===== src/rtl/lrsc_reservation.sv =====
// LR/SC reservation tracker: one granule-sized reservation per hart.
// Ports: clk_i/rst_ni (async low); flush_i drops the reservation;
// lr_valid_i/lr_addr_i set it; sc_valid_i/sc_addr_i consume it.
// snoop_valid_i/snoop_addr_i kill a matching reservation.
// sc_result_valid_o/sc_success_o give the SC verdict one cycle later.
// resv_valid_o/resv_addr_o show the held granule base.
// Optional lifetime timeout: define CVA6_LRSC_TIMEOUT_EN.
module lrsc_reservation #(
    parameter int XLEN           = 32,
    parameter int GRANULE_LOG2   = 3,
    parameter int TIMEOUT_CYCLES = 64
) (
    input  logic            clk_i,
    input  logic            rst_ni,
    input  logic            flush_i,
    input  logic            lr_valid_i,
    input  logic [XLEN-1:0] lr_addr_i,
    input  logic            sc_valid_i,
    input  logic [XLEN-1:0] sc_addr_i,
    input  logic            snoop_valid_i,
    input  logic [XLEN-1:0] snoop_addr_i,
    output logic            sc_result_valid_o,
    output logic            sc_success_o,
    output logic            resv_valid_o,
    output logic [XLEN-1:0] resv_addr_o
);

    typedef enum logic {
        IDLE     = 1'b0,
        RESERVED = 1'b1
    } state_e;

    localparam logic [XLEN-1:0] GMASK = {XLEN{1'b1}} << GRANULE_LOG2;

    state_e          state_q, state_d;
    logic [XLEN-1:0] addr_q, addr_d;
    logic            rvalid_q, rvalid_d;
    logic            succ_q, succ_d;

    logic            resv;
    logic            sc_hit;
    logic            snoop_hit;
    logic            expired;

    assign resv      = (state_q == RESERVED);
    assign sc_hit    = ((sc_addr_i ^ addr_q) & GMASK) == '0;
    assign snoop_hit = snoop_valid_i && resv &&
                       (((snoop_addr_i ^ addr_q) & GMASK) == '0);

`ifdef CVA6_LRSC_TIMEOUT_EN
    localparam int CW = $clog2(TIMEOUT_CYCLES + 1);

    logic [CW-1:0] cnt_q, cnt_d;

    // Counter sits at zero for one RESERVED cycle before the drop;
    // an SC landing in that cycle is refused.
    assign expired = resv && (cnt_q == '0);

    always_comb begin
        cnt_d = cnt_q;
        if (lr_valid_i && !flush_i) begin
            cnt_d = CW'(TIMEOUT_CYCLES);
        end else if (resv && (cnt_q != '0)) begin
            cnt_d = cnt_q - CW'(1);
        end
    end

    always_ff @(posedge clk_i or negedge rst_ni) begin
        if (!rst_ni) begin
            cnt_q <= '0;
        end else begin
            cnt_q <= cnt_d;
        end
    end
`else
    logic unused_timeout;

    assign expired        = 1'b0;
    assign unused_timeout = (TIMEOUT_CYCLES != 0);
`endif

    // Priority: flush, then SC/snoop against the old reservation, then LR.
    always_comb begin
        state_d  = state_q;
        addr_d   = addr_q;
        rvalid_d = sc_valid_i;
        succ_d   = sc_valid_i && resv && sc_hit && !flush_i &&
                   !snoop_hit && !expired;
        if (flush_i) begin
            state_d = IDLE;
        end else if (lr_valid_i) begin
            state_d = RESERVED;
            addr_d  = lr_addr_i & GMASK;
        end else if (sc_valid_i || snoop_hit || expired) begin
            state_d = IDLE;
        end
    end

    always_ff @(posedge clk_i or negedge rst_ni) begin
        if (!rst_ni) begin
            state_q  <= IDLE;
            addr_q   <= '0;
            rvalid_q <= 1'b0;
            succ_q   <= 1'b0;
        end else begin
            state_q  <= state_d;
            addr_q   <= addr_d;
            rvalid_q <= rvalid_d;
            succ_q   <= succ_d;
        end
    end

    assign sc_result_valid_o = rvalid_q;
    assign sc_success_o      = succ_q;
    assign resv_valid_o      = resv;
    assign resv_addr_o       = addr_q;

endmodule


===== config.mk =====
export PLATFORM = sky130hd
export DESIGN_NAME = lrsc_reservation
export DESIGN_NICKNAME = d
export VERILOG_FILES = /design/src/rtl/lrsc_reservation.sv
export SDC_FILE = /design/constraint.sdc
export NUM_CORES = 1
export LEC_CHECK = 0
export BUFFER_PORTS_ARGS = -buffer_cell sky130_fd_sc_hd__buf_2
export CAP_MARGIN = 20
export CORE_MARGIN = 5
export CORE_UTILIZATION = 43
export DETAILED_ROUTE_END_ITERATION = 16
export GPL_ROUTABILITY_DRIVEN = 0
export HOLD_SLACK_MARGIN = 0.05
export MAX_ROUTING_LAYER = met4
export PLACE_DENSITY = 0.89
export REMOVE_ABC_BUFFERS = 1
export SLEW_MARGIN = 20
export SYNTH_ARGS = -nofsm -noshare
export SYNTH_HDL_FRONTEND = slang
export SYNTH_SLANG_ARGS = --single-unit

===== constraint.sdc =====
create_clock -name clk_i -period 3.8 [get_ports clk_i]
set_input_delay 0.38 -clock clk_i [delete_from_list [all_inputs] [get_ports clk_i]]
set_output_delay 0.38 -clock clk_i [all_outputs]
set_load 0.02 [all_outputs]

# Word-level counts from Yosys, hierarchy flattened
# Cells that the tools add are included.
[totals]
register_bits = 32
in_bits = 102
wordCells = 23
out_inout_bits = 35
[op_classes]
mux = 3
bitwise = 3
reduce_logical = 13
[ops]
columns = ["operator", "count"]
rows = [
  ["$logic_not A32 Y1", 2],
  ["$xor A32 B32 Y32", 2],
  ["$logic_and A1 B1 Y1", 6],
  ["$mux W1", 3],
  ["$reduce_bool A3 Y1", 1],
  ["$logic_not A1 Y1", 2],
  ["$reduce_and A2 Y1", 1],
  ["$logic_or A1 B1 Y1", 1],
  ["$not A1 Y1", 1],
]

# Longest topological paths before layout
# Gate-level depths: netlist (run 1).
[depth]
word_depth = 7
depth_mapped = 5
depth_no_buf = 5

# Worst setup path after synthesis (run 1)
# Ideal clock, no wire load.
[synth_path]
path_type = "register -> register"
from = "register addr_q[4] (netlist: resv_addr_o[4])"
to = "register succ_q (netlist: sc_success_o)"
stages_incl_launch_ff = 6
setup_time_ns = 0.095
synth_period_minus_slack_ns = 1.770
setup_slack_ns = 2.030
required_time_ns = 3.705
arrival_time_ns = 1.675
cell_sequence = "dfrtp_1 > xor2_1 > nor4_1 > nand3_1 > or4_1 > nor4b_2"
[synth_via]
elab_chain_cells = 5
word_cells_on_any_way = 9
cone_classes = "2 x bitwise; 7 x reduce/logical"
[synth_rtl]
columns = ["element", "line_no", "text"]
rows = [
  ["start, declared", "36", "logic [XLEN-1:0] addr_q, addr_d;"],
  ["start signal, assigned", "107", "addr_q <= addr_d;"],
  ["$xor A32 B32 Y32 (on tied branches)", "46, 48", ""],
  ["$logic_not A32 Y1 (on tied branches)", "46, 48", ""],
  ["$logic_and A1 B1 Y1 (on tied branches)", "87, 47", ""],
  ["$logic_and A1 B1 Y1 or $logic_not A1 Y1 (tied branches)", "87, 88", ""],
  ["$logic_and A1 B1 Y1 (*)", "87", "succ_d = sc_valid_i && resv && sc_hit && !flush_i &&"],
  ["named net succ_d", "38", "logic succ_q, succ_d;"],
  ["end signal, assigned", "109", "succ_q <= succ_d;"],
  ["end, declared", "38", ""],
]
# Mark *: on every way through the listed nets, which the timed path passes. The rest lies on a longest branch.
# A chain may end at the register's enable or synchronous reset.

# Worst setup path in the final report (run 1)
[layout_path]
from = "register addr_q[5] (netlist: resv_addr_o[5])"
to = "register state_q (netlist: resv_valid_o)"
[layout_via]
elab_chain_cells = 5
[layout_rtl]
columns = ["element", "line_no", "text"]
rows = [
  ["$xor A32 B32 Y32", "48", "(((snoop_addr_i ^ addr_q) & GMASK) == '0);"],
  ["$logic_not A32 Y1", "48", ""],
  ["$logic_and A1 B1 Y1", "47", "assign snoop_hit = snoop_valid_i && resv &&"],
  ["$logic_or A1 B1 Y1", "94", "end else if (sc_valid_i || snoop_hit || expired) begin"],
  ["$reduce_bool A3 Y1 (no source line)", "--", ""],
  ["end signal, assigned", "106", "state_q <= state_d;"],
  ["end, declared", "35", "state_e state_q, state_d;"],
]
# Every way passes these cells.

==> impl_metrics.tcl, run 1 <==
set metrics [dict create \
    power_density_nw_per_um2 406 \
    multi_input_area_sq_um 1010 \
    drv_cap 0 \
    leakagePower_uw 0.00127 \
    fp.dieH_um 75.3 \
    numCtsBuffers 5 \
    antenna_found_initial 0 \
    finalMaxSlewViolations 0 \
    firstDrtPassIters 3 \
    worst_ep_arrival_time_ns 2.05 \
    viasPerCell 4.87 \
    grt_pass1_vias 1665 \
    final-hold-violation-count 0 \
    final_common_cell "buf_2" \
    grt_pass1_wl_um 7330 \
    cts_hold_buf 0 \
    relSlewSlack_pct 51.7 \
    use_met3_pct 4.22 \
    max_stage_delay_ns 0.46 \
    fin_nets 380 \
    grt_util_met2_pct 32.1 \
    final_cell_count_no_fill 329 \
    rows 23 \
    path_max_fanout 4 \
    ys_seq_area_share_pct 43.6 \
    synth_area_sq_um 1840 \
    wl_per_cell_um 15.7 \
    synthCells 150 \
    status "finished clean" \
    clock_skew_ns 0.00573 \
    setup_viol 0 \
    period_share_pct 50.1 \
    port_buffers 124 \
    grt_max_degree 33 \
    endpoint_kind "register" \
    finalSetupTns_ns 0 \
    die_x_um 75.3 \
    cp.required_ns 3.94 \
    fp.dieArea_sq_um 5680 \
    rsz0062_at_grt "false" \
    clk_path_buf_depth 2 \
    ys_seq_elements 32 \
    drive_gt1_share_pct 58.4 \
    cts_num_sinks 32 \
    peakVddDrop_mv 0.266 \
    hpwl_um 4260 \
    dp_cells 321 \
    io_pins 137 \
    start_util_pct 45.2 \
    ctsResizeCount 0 \
    final_cell_mix "buf_2, xor2_1, dfrtp_1" \
    syn2layout_area_growth_pct 41.2 \
    drtIter0Drc 42 \
    yosys_warnings 0 \
    fill_cells 355 \
    grt_overflow 0 \
    crit_type "register to register" \
    crit_top_cell "nor4_1" \
    drt_wl_total_um 5150 \
    fin_crit_ns 1.90 \
    crit_path_cell_trace "xor2_1, nor4_1, nand4_1, nor4_1, o21bai_1" \
    postCtsSetupBuffers 0 \
    fmax_mhz 525 \
    drc 0 \
    via_count 1603 \
    clk_pin_slew_ns 0.07 \
    grt_use_total_pct 18.1 \
    syn-mean-instance-area_sq_um 12.2 \
    cts_tree "yes" \
    final_antenna_net_count 0 \
    grt_use_met1_pct 19.8 \
    htreeDepth 2 \
    worst_slew_pin_slew_ns 0.724 \
    clockRootBuffer "clkbuf_8" \
    synth_cell_types 15 \
    regArea_sq_um 801 \
    hold_class "primary input to asynchronous set/reset pin" \
    slowest_stage "nor4_1" \
    clk_latency_ns 0.28 \
    core_area_sq_um 4060 \
    start_kind "register" \
    busiest_layer "met2" \
    antenna_cells 0 \
]
[where the power goes]
part	internal (uW)	leakage, uW	total (uW)	switching [uW]
Combinational	166	0.000843	336	170
Clock	148	0.0000455	267	119
Sequential	388	0.000379	451	63.2
[sequential cells by signal (all words and copies together) (netlist names)]
register           count
resv_valid_o           1
sc_result_valid_o      1
sc_success_o           1
resv_addr_o           29
[cell type report]
| cell class | count | area share [%] |
|---|---|---|
| multi-input cells | 114 | 39.0 |
| flip-flops and latches | 32 | 30.9 |
| repair buffers | 125 | 24.2 |
| clock buffers | 8 | 3.47 |
| well taps | 50 | 2.41 |
[through the flow]
stage / area, sq um / hold WS, ns / util, % / setup WS [ns] / power, uW
final: 2590 / 0.148 / 63.9 / 1.90 / 1050
after global routing: 2590 / 0.207 / 63.9 / 1.79 / 1120
after CTS: 2590 / 0.168 / 63.9 / 1.93 / 1070
after detailed placement: 2500 / 0.478 / 61.7 / 1.87 / 798
after global placement: 2500 / 0.473 / 61.7 / 1.88 / 786
after floorplan: 1810 / 0.0844 / - / 1.54 / 650
[routing by layer]
| metal | vias up | share of wire, % |
|---|---|---|
| met5 | - | 0 |
| met4 | 0 | 1.9 |
| met3 | 11 | 9.2 |
| met2 | 76 | 52 |
| met1 | 736 | 37 |
| li1 | 780 | - |
[cells by family (layout without fill, tap and decap cells)]
logic type | after synthesis | count (layout) | share of synthesized area [%]
flops | 32 | 32 | 43.6
other cells | 1 | 3 | 0.204
simple gates | 23 | 23 | 8.45
buf+inv | 6 | 133 | 1.84
compound gates | 1 | 1 | 0.409
mux | 29 | 29 | 17.8
xor+xnor | 58 | 58 | 27.7
[Yosys cell counts (all sizes together)]
library cell | n | share of area [%]
nor4 | 11 | 3.7
nand4 | 7 | 2.4
conb | 1 | 0.20
xnor2 | 18 | 8.6
nand3 | 1 | 0.27
or3b | 1 | 0.48
buf | 6 | 1.8
o21bai | 1 | 0.41
nor4b | 1 | 0.82
xor2 | 40 | 19
dfrtp | 32 | 44
mux2 | 29 | 18
nor2b | 1 | 0.34
or4 | 1 | 0.41
[critical path: cells and delay by family (launching register included)]
family,cells,cell delay (ns)
compound gates,1,0.15
xor+xnor,1,0.19
flops,1,0.43
simple gates,3,0.98
[worst paths after layout]
path | start | to | slack (ns) | depth (start not counted)
min | rst_ni | resv_addr_o[24] | 0.15 | 1
max reg2reg | resv_addr_o[5] | resv_valid_o | 1.90 | 5
min reg2reg | resv_addr_o[23] | resv_addr_o[23] | 0.59 | 1
max in group asynchronous | rst_ni | resv_addr_o[30] | 3.18 | 1
max | resv_addr_o[5] | resv_valid_o | 1.90 | 5
min in group clk_i | sc_valid_i | sc_result_valid_o | 0.24 | 1
Note: power is estimated with default switching activity, not from simulation.
==> run 2: changes to the inputs <==
--- a/config.mk
+++ b/config.mk
@@ -8,12 +8,12 @@
 export BUFFER_PORTS_ARGS = -buffer_cell sky130_fd_sc_hd__buf_2
 export CAP_MARGIN = 20
 export CORE_MARGIN = 5
-export CORE_UTILIZATION = 43
+export CORE_UTILIZATION = 36
 export DETAILED_ROUTE_END_ITERATION = 16
 export GPL_ROUTABILITY_DRIVEN = 0
 export HOLD_SLACK_MARGIN = 0.05
 export MAX_ROUTING_LAYER = met4
-export PLACE_DENSITY = 0.89
+export PLACE_DENSITY = 0.8
 export REMOVE_ABC_BUFFERS = 1
 export SLEW_MARGIN = 20
 export SYNTH_ARGS = -nofsm -noshare
==> constraint.sdc (replaced) <==
create_clock -name clk_i -period 1.6 [get_ports clk_i]
set_input_delay 0.16 -clock clk_i [delete_from_list [all_inputs] [get_ports clk_i]]
set_output_delay 0.16 -clock clk_i [all_outputs]
set_load 0.02 [all_outputs]
==> run 2 against run 1 <==
Against the previous run:
- largest power group unchanged
- maximum frequency increased by 5.8%
- clock skew shrank 0.0019 ns
- critical path type unchanged
- total power is 150% higher
- die area rose by 17%
- the flow now finishes with violations (negative setup slack)
- highest routed layer unchanged
==> impl_metrics.tcl, run 2 (synthesized netlist as in run 1, its figures left out) <==
set metrics [dict create \
    cts_num_sinks 32 \
    drv_cap 0 \
    multi_input_area_sq_um 1050 \
    drive_gt1_share_pct 63.7 \
    max_stage_delay_ns 0.49 \
    drtIter0Drc 14 \
    clockRootBuffer "clkbuf_8" \
    wl_per_cell_um 15.1 \
    leakagePower_uw 0.00140 \
    start_kind "register" \
    clk_pin_slew_ns 0.07 \
    relSlewSlack_pct 50.4 \
    cts_tree "yes" \
    setup_viol 2 \
    path_max_fanout 2 \
    layout_setup_ws_ns -0.198 \
    hold_class "primary input to register" \
    rsz0062_at_grt "true" \
    peakVddDrop_mv 0.558 \
    cp.required_ns 1.79 \
    whs_ns 0.109 \
    fill_cells 442 \
    io_pins 137 \
    core_area_sq_um 5040 \
    clk_latency_ns 0.28 \
    status "finished with violations" \
    final_common_cell "buf_2" \
    htreeDepth 2 \
    power_density_nw_per_um2 917 \
    via_count 1685 \
    endpoint_kind "register" \
    grt_use_total_pct 17.7 \
    drt_wl_total_um 5670 \
    clk_path_buf_depth 2 \
    worst_ep_arrival_time_ns 1.99 \
    crit_path_cell_trace "xor2_1, nor4_1, nand3_1, or4_1, nor4b_2" \
    grt_pass1_wl_um 8500 \
    firstDrtPassIters 4 \
    final_cell_mix "buf_2, xor2_1, dfrtp_1" \
    rows 26 \
    port_buffers 124 \
    crit_type "register to register" \
    fp.dieArea_sq_um 6630 \
    die_x_um 81.4 \
    viasPerCell 4.48 \
    grt_max_degree 33 \
    finalMaxSlewViolations 0 \
    antenna_found_initial 0 \
    hpwl_um 4720 \
    fin_crit_ns 1.80 \
    fin_util_pct 56.8 \
    fin_nets 408 \
    grt_pass1_vias 1813 \
    drc 0 \
    slowest_stage "or4_1" \
    period_share_pct 112 \
    violations "negative setup slack" \
    start_util_pct 36.4 \
    fmax_mhz 556 \
    final_antenna_net_count 0 \
    grt_overflow 0 \
    final-hold-violation-count 0 \
    worst_slew_pin_slew_ns 0.744 \
    antenna_cells 0 \
    syn2layout_area_growth_pct 56.0 \
    postCtsSetupBuffers 0 \
    fp.dieH_um 81.4 \
    regArea_sq_um 801 \
    clock_skew_ns 0.00379 \
    numCtsBuffers 5 \
    largest_reg_flops 29 \
]
## run 2: cell count changes in the layout (fill, tap and decap cells not counted)
cell,change
nor2b_2,-1
clkbuf_1,-1
clkbuf_8,-1
nor4_1,-6
dlygate4sd3_1,+2
clkinv_2,+1
buf_4,+26
nor4_2,+6
nor2b_4,+1
## run 2: report_power, final
part / internal (uW) / switching (uW) / total (uW)
combinational: 512 / 500 / 1010
sequential: 922 / 108 / 1030
clock: 295 / 288 / 584
## run 2: cell type report
cell class                 count  area share, %
multi-input combinational    114           36.8
clock inverter                 1          0.175
clock buffer                   6           2.53
sequential                    32           28.0
tap                           70           3.06
timing repair buffer         153           29.5
## run 2: metrics by stage
step / setup TNS, ns / instance area [sq um] / worst slack (ns) / instances / total power, uW
3_5_place_dp: -0.544 / 2730 / -0.386 / 367 / 2040
6_report: -0.323 / 2860 / -0.198 / 376 / 2630
4_1_cts: -0.324 / 2840 / -0.227 / 376 / 2650
3_3_place_gp: -0.454 / 2730 / -0.343 / 367 / 2010
2_1_floorplan: -13.16 / 1810 / -0.441 / 146 / 1540
5_1_grt: -0.586 / 2860 / -0.321 / 376 / 2770
## run 2: path summary, 6_finish.rpt
path | start | end | slack [ns] | cells after the start
max reg2reg | resv_addr_o[4] | sc_success_o | -0.20 | 5
min in group asynchronous | rst_ni | resv_addr_o[8] | 0.50 | 2
min | lr_addr_i[11] | resv_addr_o[11] | 0.11 | 2
max | resv_addr_o[4] | sc_success_o | -0.20 | 5
min reg2reg | resv_addr_o[31] | resv_addr_o[31] | 0.57 | 1
max in group asynchronous | rst_ni | resv_addr_o[29] | 0.62 | 2
## run 2: metal layers
| metal | GRT usage, % | routed length, um | vias up | part of all wire, % |
|---|---|---|---|---|
| li1 | - | - | 828 | - |
| met1 | 20.1 | 2200 | 771 | 39 |
| met2 | 31.4 | 2970 | 74 | 52 |
| met3 | 3.55 | 398 | 12 | 7.0 |
| met4 | 5.07 | 99 | 0 | 1.7 |
| met5 | - | 0 | - | 0 |
## run 2: what timing repair did
action / in CTS / in global routing
hold buffers: 2 / 0
pin swaps: 3 / 4
resized for setup: 3 / 3
setup endpoints to repair: 2 / 2
gates cloned: 0 / 0
hold endpoints to repair: 33 / 0
## run 2: critical path, delay by kind of cell (launching register included)
| kind | cells | cell delay [ns] |
|---|---|---|
| xor gates and xnor gates | 1 | 0.16 |
| DFF | 1 | 0.39 |
| and+or+nand+nor | 4 | 1.16 |
==> run 3: changes to the inputs <==
--- a/config.mk
+++ b/config.mk
@@ -5,15 +5,17 @@
 export SDC_FILE = /design/constraint.sdc
 export NUM_CORES = 1
 export LEC_CHECK = 0
+export ABC_AREA = 1
 export BUFFER_PORTS_ARGS = -buffer_cell sky130_fd_sc_hd__buf_2
 export CAP_MARGIN = 20
 export CORE_MARGIN = 5
-export CORE_UTILIZATION = 36
+export CORE_UTILIZATION = 41
 export DETAILED_ROUTE_END_ITERATION = 16
 export GPL_ROUTABILITY_DRIVEN = 0
+export GPL_TIMING_DRIVEN = 0
 export HOLD_SLACK_MARGIN = 0.05
 export MAX_ROUTING_LAYER = met4
-export PLACE_DENSITY = 0.8
+export PLACE_DENSITY = 0.82
 export REMOVE_ABC_BUFFERS = 1
 export SLEW_MARGIN = 20
 export SYNTH_ARGS = -nofsm -noshare
==> run 3 against run 2 <==
Against the previous run:
- the flow now finishes without violations
- largest cell class unchanged
- clock skew barely moved
- highest routed layer unchanged
- worst hold slack improved by 0.0098 ns
- register-to-register slack better by 0.49 ns
- synthesized area is 34% higher
- cell count is 63% higher
- synthesized cell count increased to 2.7 times the previous value
- sequential cell count is the same
- global-route usage grew 2.4 points
- die area increased by 15%
- largest power group unchanged
- maximum frequency grew 37%
- via count is 68% higher
==> impl_metrics.tcl, run 3 <==
set metrics [dict create \
    endpoint_kind "register" \
    clk_latency_ns 0.28 \
    max_stage_delay_ns 0.44 \
    viasPerCell 4.62 \
    status "finished clean" \
    path_max_fanout 5 \
    drv_cap 0 \
    port_buffers 124 \
    cp.required_ns 1.77 \
    final_cell_mix "nand2_1, buf_2, nor2_1" \
    drc 0 \
    grt_use_total_pct 20.1 \
    synth_top_family_by_area "simple AND/OR/NAND/NOR gates" \
    final-hold-violation-count 0 \
    largest_reg_flops 29 \
    period_share_pct 81.8 \
    crit_top_cell "nand2_1" \
    fin_crit_ns 1.31 \
    clk_pin_slew_ns 0.07 \
    ys.flop_type "dfrtp_1" \
    fin_nets 639 \
    ctsResizeCount 0 \
    fmax_mhz 764 \
    clockRootBuffer "clkbuf_8" \
    syn2layout_area_growth_pct 32.8 \
    finalMaxSlewViolations 0 \
    rsz0062_at_grt "false" \
    synth_edf_count 0 \
    grt_max_degree 38 \
    leakagePower_uw 0.00194 \
    crit_path_cell_trace "inv_1, nand2_1, nand2_1, nand2_1, nor2_1, nand2_1, nor2_1, nand2_1, nand2_1, nand2_1" \
    drive_gt1_share_pct 28.1 \
    fin_area_sq_um 3260 \
    placed_area_sq_um 3150 \
    via_count 2829 \
    antenna_cells 0 \
    fp.dieArea_sq_um 7620 \
    final_common_cell "nand2_1" \
    drt_wl_total_um 7650 \
    critical_path_buf_inv_count 1 \
    antenna_found_initial 0 \
    wl_per_cell_um 12.5 \
    yosys.area_share.simple_pct 36.5 \
    start_kind "register" \
    yosys_warnings 0 \
    io_pins 137 \
    synthAdderAreaFrac_pct 0 \
    synth_commonest_cells "nand2_1, nor2_1, inv_1" \
    htreeDepth 2 \
    final_antenna_net_count 0 \
    worst_ep_arrival_time_ns 1.48 \
    ys_seq_elements 32 \
    rows 28 \
    synth_most_common_cell "nand2_1" \
    start_util_pct 41.9 \
    rrSetupSlack_ns 0.29 \
    crit_type "register to register" \
    hpwl_um 6460 \
    grt_overflow 0 \
    synth_xor_area_share_pct 6.79 \
    syn-mean-instance-area_sq_um 5.98 \
    slowest_stage "dfrtp_1" \
    yosys.area.top_type "dfrtp_1" \
    synthCells 410 \
    cts_num_sinks 32 \
    clk_path_buf_depth 2 \
    power_density_nw_per_um2 811 \
    synthMuxAreaShare_pct 0.459 \
    fp.dieH_um 87.3 \
    hold_class "primary input to register" \
    cts_tree "yes" \
    synth_area_sq_um 2450 \
    synthTopCellsByArea "dfrtp_1, nand2_1, nor2_1, inv_1, a21oi_1" \
    die_x_um 87.3 \
    worst_slew_pin_slew_ns 0.741 \
    yosysTopAreaCellShare_pct 32.7 \
    numCtsBuffers 5 \
    async_flop_share_pct 100 \
    setup_viol 0 \
    postCtsSetupBuffers 0 \
    synth_cell_types 26 \
    drtIter0Drc 167 \
    synth_compound_area_share_pct 10.0 \
    grt_pass1_wl_um 11600 \
    firstDrtPassIters 4 \
    finalSetupTns_ns 0 \
    core_area_sq_um 5850 \
    relSlewSlack_pct 50.6 \
    ys_seq_area_share_pct 32.7 \
    clock_skew_ns 0.00409 \
    path_delay_family "simple AND/OR/NAND/NOR gates" \
    fill_cells 609 \
    peakVddDrop_mv 0.491 \
    grt_pass1_vias 2626 \
]
## run 3: final timing paths
check | start | end | depth (start not counted)
max | resv_addr_o[11] | resv_valid_o | 10
min | lr_addr_i[11] | resv_addr_o[11] | 3
max reg2reg | resv_addr_o[11] | resv_valid_o | 10
min reg2reg | resv_addr_o[16] | resv_addr_o[16] | 2
max in group asynchronous | rst_ni | resv_addr_o[22] | 2
min in group asynchronous | rst_ni | resv_addr_o[8] | 2
## run 3: metrics by stage
stage	cells	utilization, %	hold WS (ns)	worst slack (ns)	total power (uW)
2_1_floorplan	403	-	-0.136	-0.0477	1610
3_3_place_gp	602	53.4	0.267	-0.557	1980
3_5_place_dp	603	53.8	0.261	0.320	2010
4_1_cts	613	55.6	0.116	0.298	2660
5_1_grt	613	55.6	0.117	0.143	2840
6_report	613	55.6	0.119	0.292	2640
## run 3: layer usage
metal / wire, um / global-route usage [%] / up-vias
li1: - / - / 1464
met1: 3220 / 23.8 / 1258
met2: 3750 / 35.2 / 99
met3: 593 / 3.88 / 8
met4: 85 / 4.60 / 0
met5: 0 / - / -
## run 3: report_power, final
part / leakage, uW / switching (uW) / total [uW] / internal (uW)
registers: 0.000355 / 112 / 1020 / 905
logic: 0.00154 / 599 / 979 / 379
clock network: 0.0000455 / 293 / 643 / 351
## run 3: worst min-delay path, cell delays in order
cell and delay (ns):
buf_2 0.07, nor2_1 0.03, a21oi_1 0.10
## run 3: layout make-up
cell class              count  area [sq um]  area share, %
multi-input cells         297          1330           40.9
inverters                  74           278           8.53
well taps                  75          93.8           2.88
flip-flops and latches     32           801           24.6
clock buffers               8          90.1           2.77
repair buffers            127           661           20.3
## run 3: timing repair
item	CTS	global route
hold buffers	2	0
endpoints found under the hold margin	33	0
setup endpoints to repair	0	0
## run 3: cell families after synthesis
logic type      count (synthesis)
compound gates                 47
xor+xnor                       19
buf+inv                        83
flops                          32
mux                             1
other cells                     1
simple gates                  227
